$ cat config.mk
export PLATFORM = sky130hd
export DESIGN_NAME = pipe_stage_skid
export DESIGN_NICKNAME = d
export VERILOG_FILES = /design/src/rtl/pipe_stage_skid.sv
export SDC_FILE = /design/constraint.sdc
export NUM_CORES = 1
export LEC_CHECK = 0
export ABC_CLOCK_PERIOD_IN_PS = 1900
export CAP_MARGIN = 20
export CORE_MARGIN = 5
export CORE_UTILIZATION = 45
export CTS_CLUSTER_DIAMETER = 40
export DETAILED_ROUTE_END_ITERATION = 10
export GPL_TIMING_DRIVEN = 0
export PLACE_DENSITY = 0.86
export SYNTH_ARGS = -nofsm -noshare
export SYNTH_HDL_FRONTEND = slang
export SYNTH_SLANG_ARGS = --single-unit
export TNS_END_PERCENT = 10
$ cat constraint.sdc
create_clock -name clk -period 1.9 [get_ports clk]
set_input_delay 0.38 -clock clk [delete_from_list [all_inputs] [get_ports clk]]
set_output_delay 0.38 -clock clk [all_outputs]
set_load 0.05 [all_outputs]
$ cat src/rtl/pipe_stage_skid.sv
// Pipeline stage register with a 2-entry skid buffer, valid/ready handshake,
// synchronous flush and a saturating stall-cycle counter.
module pipe_stage_skid #(
    parameter int DATA_W     = 32,
    parameter int EXC_W      = 5,
    parameter int CNT_W      = 16,
    parameter int CLEAR_DATA = 1
) (
    input  logic              clk,
    input  logic              reset,
    input  logic              flush,
    input  logic              in_valid,
    output logic              in_ready,
    input  logic [DATA_W-1:0] in_data,
    input  logic [EXC_W-1:0]  in_exc,
    output logic              out_valid,
    input  logic              out_ready,
    output logic [DATA_W-1:0] out_data,
    output logic [EXC_W-1:0]  out_exc,
    output logic              exc_any,
    output logic [CNT_W-1:0]  stall_cnt
);

    typedef enum logic [1:0] {
        ST_EMPTY = 2'd0,
        ST_ONE   = 2'd1,
        ST_FULL  = 2'd2
    } state_t;

    localparam logic [CNT_W-1:0] CNT_MAX = {CNT_W{1'b1}};

    state_t            state_r;
    logic [DATA_W-1:0] main_data_r;
    logic [EXC_W-1:0]  main_exc_r;
    logic [DATA_W-1:0] skid_data_r;
    logic [EXC_W-1:0]  skid_exc_r;
    logic [CNT_W-1:0]  stall_cnt_r;
    logic              accept_s;
    logic              pop_s;

    // The FULL term comes straight from the state register, so downstream
    // stalls never reach upstream combinationally.
    assign in_ready  = (state_r != ST_FULL) & ~reset & ~flush;
    assign out_valid = (state_r != ST_EMPTY);
    assign accept_s  = in_valid & in_ready;
    assign pop_s     = out_valid & out_ready;
    assign out_data  = main_data_r;
    assign out_exc   = main_exc_r;
    assign stall_cnt = stall_cnt_r;
    assign exc_any   = ((state_r != ST_EMPTY) & (|main_exc_r))
                     | ((state_r == ST_FULL)  & (|skid_exc_r));

    // Occupancy state machine and main/skid entry storage.
    always_ff @(posedge clk) begin
        if (reset || flush) begin
            state_r <= ST_EMPTY;
            if (CLEAR_DATA != 0) begin
                main_data_r <= {DATA_W{1'b0}};
                main_exc_r  <= {EXC_W{1'b0}};
                skid_data_r <= {DATA_W{1'b0}};
                skid_exc_r  <= {EXC_W{1'b0}};
            end
        end else begin
            case (state_r)
                ST_EMPTY: begin
                    if (accept_s) begin
                        main_data_r <= in_data;
                        main_exc_r  <= in_exc;
                        state_r     <= ST_ONE;
                    end
                end
                ST_ONE: begin
                    if (accept_s && pop_s) begin
                        main_data_r <= in_data;
                        main_exc_r  <= in_exc;
                    end else if (accept_s) begin
                        skid_data_r <= in_data;
                        skid_exc_r  <= in_exc;
                        state_r     <= ST_FULL;
                    end else if (pop_s) begin
                        state_r <= ST_EMPTY;
                    end
                end
                ST_FULL: begin
                    if (pop_s) begin
                        main_data_r <= skid_data_r;
                        main_exc_r  <= skid_exc_r;
                        state_r     <= ST_ONE;
                    end
                end
                default: begin
                    state_r <= ST_EMPTY;
                end
            endcase
        end
    end

    // Saturating stall counter; only reset clears it, flush leaves it alone.
    always_ff @(posedge clk) begin
        if (reset) begin
            stall_cnt_r <= {CNT_W{1'b0}};
        end else if (out_valid && !out_ready && (stall_cnt_r != CNT_MAX)) begin
            stall_cnt_r <= stall_cnt_r + {{(CNT_W-1){1'b0}}, 1'b1};
        end else begin
            stall_cnt_r <= stall_cnt_r;
        end
    end

endmodule

==> reports/metrics.yaml <==
status: "finished, violations left"
violations: "setup timing"
start_util_pct: 45.92
drt_iter0_drc: 208
grt_max_degree: 20
dp.final_hpwl_um: 8403
dr.pass1.iters: 5
fp.coreArea_mm2: 0.009153
arrival_ns: 1.64
synthCells: 458
fillers: 769
synthMuxAreaShare_pct: 9.556
clock_latency_ns: 0.35
synth_top_family_by_area: "simple AND/OR/NAND/NOR gates"
diodes: 0
setup_viol: 2
antenna_left: 0
ys_types: 48
hold_violations: 0
io_pins: 98
vias: 3974
die-width_um: 106.6
yosysTopAreaCell: "dfxtp_1"
ir_drop_mv: 0.3993
power_density_mw_per_mm2: 670.5
power_w: 0.003880
fin_skew_ns: 0.01299
worstSetupStartpointType: "flop"
worst_setup_path_end_kind: "primary output"
leakagePower_nw: 2.623
ff2ff_setup_slack_ns: 0.04
worstPathMaxFanout: 3
synth_warnings: 0
synth_nets: 501
layout-drive-gt1-share_pct: 20.65
synth_compound_area_share_pct: 19.65
synth_flop_cell: "dfxtp_1"
fin_ws_ns: -0.1165
via_per_inst: 5.702
period_needed_ns: 2.016
die_h_um: 106.6
cts_htree_levels: 3
tritoncts_num_sinks: 92
numCtsBuffers: 9
seq_area_frac_synth_pct: 43.82
synthArstFlopShare_pct: 0
synth_xor_area_share_pct: 0.2084
yosys.area_share.simple_pct: 20.54
reg2reg_from: "state_r[1]"
synth_fa_ha_area_share_pct: 0.2977
wire_per_inst_um: 17.02
finalWirelength_um: 11860
port_buffers: 96
cp-endpoint: "exc_any"
hold_path.class: "in -> reg"
clockBufferDepth: 2
yosysMostFrequentCell: "dfxtp_1"
drc: 0
rows: 35
crit_type: "reg -> out"
required_ns: 1.52
synth-seq-cells: 92
area_growth_pct: 37.69
cts_root_buf: "clkbuf_8"
grt-ovfl-total: 0
synth_top_area_share_pct: 43.82
grt_pass1_wl_um: 18710
max_slew_margin_pct: 49.14
tightest_slew_ns: 0.7629
antenna_found_initial: 0
post-route-period-util_pct: 106.1
synthTopCellsByCount: "92 x dfxtp_1, 79 x nand2_1, 50 x a21oi_1"
slew_viol_final: 0
synth_edf_count: 0
gp_congestion: 0.8876
syn_area_mm2: 0.004203
grt_setup_unrepaired: "yes"
reg2reg_depth: 7
gr-usage-all-layers_pct: 20.00
cts_tree: "yes"
r2r-end: "out_data[20]"
syn_avg_cell_area_um2: 9.176
cap_violations: 0
first_global_vias: 3937
fin_util_pct: 63.23
dieArea_mm2: 0.01137
startpoint: "out_exc[0]"
nets: 624
synthTopCellsByArea: "dfxtp_1 44%, mux2i_1 9.3%, a211oi_2 8.9%"
max_freq_mhz: 495.9
clk_pin_slew_worst_paths_ns: 0.09
## layout make-up
class                   count  area (um2)  area share (%)
repair buffers            114        1101           19.03
inverters                   4       15.01          0.2595
clock buffers               9       123.9           2.141
plain buffers              37       312.8           5.405
multi-input cells         323        2156           37.25
flip-flops and latches     92        1858           32.11
clock inverters             7       81.33           1.405
well taps                 111       138.9           2.400
## critical path, stage by stage (launching register included)
cell	delay, ns
dfxtp_2	0.34
or4_1	0.50
o31a_1	0.29
buf_6	0.16
## through the flow
step           worst slack (ns)  setup TNS, ns  cells  hold slack (ns)  area (um2)
2_1_floorplan         -0.006273       -0.01201    458           0.4357        4225
3_3_place_gp             -1.205         -44.27    665           0.4409        5325
3_5_place_dp             -1.206         -47.06    665           0.4456        5325
4_1_cts                 -0.1322        -0.2550    683           0.3359        5580
5_1_grt                 -0.1641        -0.4059    697           0.4194        5787
6_report                -0.1165        -0.1189    697           0.3467        5787
## state kept, by name, summed over array words and instances (netlist names)
| signal | flops |
|---|---|
| out_exc | 5 |
| skid_exc_r | 5 |
| out_data | 32 |
| skid_data_r | 32 |
| state_r | 2 |
| stall_cnt | 16 |
## cells in the final DEF, fill, tap and decap left out, types with 3 or more instances in the layout
cell type,synthesis,final
clkdlybuf4s50_1,0,37
dfxtp_1,92,79
nor4_1,3,3
mux2i_1,39,39
inv_1,4,4
or3_1,3,3
a21oi_1,50,49
dfxtp_2,0,13
buf_6,8,10
nor2_1,12,12
or4_1,6,6
buf_12,0,3
dlymetal6s2s_1,0,15
dlygate4sd2_1,0,41
buf_8,0,3
o21ai_0,3,3
inv_6,0,4
a211oi_2,30,30
and3_1,3,3
clkbuf_2,0,6
clkbuf_1,18,10
buf_4,5,19
a211oi_1,8,8
o31ai_1,6,6
nand4_1,7,7
buf_2,7,3
clkbuf_8,0,10
nand2_1,79,79
nand3_1,4,3
nor3_1,40,40
## what timing repair did
item                       CTS  global route
setup endpoints to repair  116            99
buffers inserted             4            12
hold buffers                 0             0
pin swaps                    1             5
gates cloned                 0             2
resized for setup           84            28
## worst min path at each step
stage | depth (start not counted) | startpoint | to
after floorplan | 2 | skid_data_r[0] | skid_data_r[0]
after global placement | 2 | skid_data_r[27] | skid_data_r[27]
after detailed placement | 2 | skid_data_r[28] | skid_data_r[28]
after CTS | 4 | out_ready | state_r[1]
after global routing | 4 | out_ready | state_r[1]
final | 4 | out_ready | state_r[1]
## cell families (layout without fill, tap and decap cells)
family	count (synthesis)	count (layout)
AO/OA/AOI/OAI	106	106
XOR/XNOR	1	1
adder cells (fa/ha/maj)	1	1
buffers and inverters	43	171
flip-flops	92	92
multiplexers	40	40
AND/OR/NAND/NOR	175	175
## report_power, final
part / switching (W) / internal [W] / leakage, nW / total [W]
combinational: 0.000314 / 0.000235 / 1.77 / 0.000549
sequential: 0.0000192 / 0.00196 / 0.750 / 0.00198
clock: 0.000726 / 0.000630 / 0.101 / 0.00136
total: 0.00106 / 0.00282 / 2.62 / 0.00388
## per-layer routing
layer / wire length [um] / GRT usage [%] / share of wire (%)
met3: 634 / 3.010 / 5.3
met2: 5968 / 34.44 / 50
met5: 0 / 0 / 0
met1: 5038 / 25.02 / 42
met4: 218 / 8.128 / 1.8
(Power assumes the default switching activity.)
==> variant, RTL diff (config.mk and constraints unchanged) <==
Set the parameter `EXC_W` to 6 (it was 5).
--- a/src/rtl/pipe_stage_skid.sv
+++ b/src/rtl/pipe_stage_skid.sv
@@ -2,7 +2,7 @@
 // synchronous flush and a saturating stall-cycle counter.
 module pipe_stage_skid #(
     parameter int DATA_W     = 32,
-    parameter int EXC_W      = 5,
+    parameter int EXC_W      = 6,
     parameter int CNT_W      = 16,
     parameter int CLEAR_DATA = 1
 ) (
Ports: changed (resized in_exc and out_exc); port bits go from 98 to 100. No check against the original RTL was run, so the function may have changed too.
==> variant against the unedited design <==
  * The flow still finishes with violations (setup timing)
  * Count of clock-buffer cells in the layout unchanged
  * Total power up 6.9%
  * Sequential cell count up 2
  * Sequential power up 2%
  * Fmax down 2.9%
  * Area after synthesis down 0.74%
  * Sequential share of layout area up 0.89 points
  * Routed wire length down 2.9%
  * Setup slack worse by 60 ps
  * Design area down 0.86%
  * Critical path type unchanged
  * Critical endpoint unchanged
  * Largest cell class unchanged
==> variant: results (changes against the unedited design) <==
skew final 13.0 ps (+0.0557 ps); first-pass GRT wire length 18.2 mm (-2.6%); most instantiated cells after synthesis dfxtp_1, nand2_1, a21oi_1; post-cts sizing count 87 (+3.6%); drt total wl 11.5 mm (-2.9%); static leakage 2.54 nW (-3.0%); P_int 3.09 mW (+9.7%); multi-input logic area 2160 µm² (about the same); worst slew pin tran 754 ps (-9.35 ps); nonclk inv count 5 (+1); Synthesized Nets 511 (+2.0%); ratio of cells with drive above 1 in the final layout 17.5% (-3.1 points); Clock Power Share 38.8% (+3.8 points); Post-CTS Setup Inserts 0 (-4); P_sw 1.05 mW (-0.72%); Peak VDD IR 0.000443 V (+11%); largest net degree at the start of global routing 17 (-15%); sequential power 2.02 mW (+2%); sequential area share after synthesis 45.1% (+1.3 points); outcome finished with violations; nets 621 (-0.48%); Setup-failing EPs final 2 (unchanged); #MultiIn Comb 326 (+0.93%); Synth Instances 467 (+2.0%); post-detail-place hpwl 8.04 mm (-4.3%); CP Max Fanout 3 (unchanged); Final WS setup -177 ps (-60.2 ps); fraction of area in multi-input gates 37.6% (+0.35 points); Worst Path Arrival 1700 ps (+60 ps); Final GP Congestion 0.841 (-5.3%); top cells by area, synth dfxtp_1, mux2i_1, nand2_1; cell count after placement 675 (+1.5%); Pre-antenna DRT Iters 4 (-1); Register Area 1890 µm² (+1.9%); bufs w/o clock 141 (-6.6%); Layout Cells excl Fill 693 (-0.57%); max incr delay on CP 540 ps (+40 ps); failing checks setup timing; Buffers on Ports 97 (+1.0%); post-layout util 62.7% (-0.55 points); initial detailed-routing violation count 113 (-46%); clk cell area share 4.27% (+0.73 points); clock buffers created by TritonCTS 9 (unchanged); # fillers 779 (+1.3%); vias in the first global route 3854 (-2.1%); GRT Resource Usage Total 19.8% (-0.15 points); Place WS -1070 ps (+140 ps); Slowest cell on crit path or4_4; Non-clock buffer share 22.4% (-2.1 points); placed cell areas 5300 µm² (-0.54%); sequential cells 94 (+2.2%); via/cell ratio 5.62 (-1.5%); unique cell type count in the Yosys netlist 42 (-13%)
variant: logic make-up (layout without fill, tap and decap cells):
family,after synthesis,in the layout,share of synthesized area (%)
simple gates,177,177,20.2
buf+inv,47,162,5.79
fa+ha+maj,1,1,0.300
compound gates,108,108,18.9
mux,40,40,9.63
flops,94,94,45.1
variant: path summary, 6_finish.rpt:
path | cells after the start | slack [ps] | to | startpoint
worst min register to register | 2 | 460 | skid_data_r[6] | skid_data_r[6]
worst max register to register | 4 | 20 | stall_cnt[15] | stall_cnt[6]
worst min-delay path | 2 | 380 | stall_cnt[5] | reset
worst max-delay path | 4 | -180 | exc_any | out_exc[2]
variant: metal layers:
layer	up-vias	share of wire [%]	global-route usage (%)
met3	20	4.7	4.13
met2	112	50	34.8
li1	1894	-	-
met1	1866	43	23.8
met5	-	0	0
met4	0	2.1	7.49
variant: through the flow:
stage | hold slack [ps] | setup TNS (ps)
floorplan | 436 | -397
global placement | 441 | -28870
detailed placement | 446 | -34380
CTS | 369 | -394
global route | 397 | -783
finish | 383 | -245
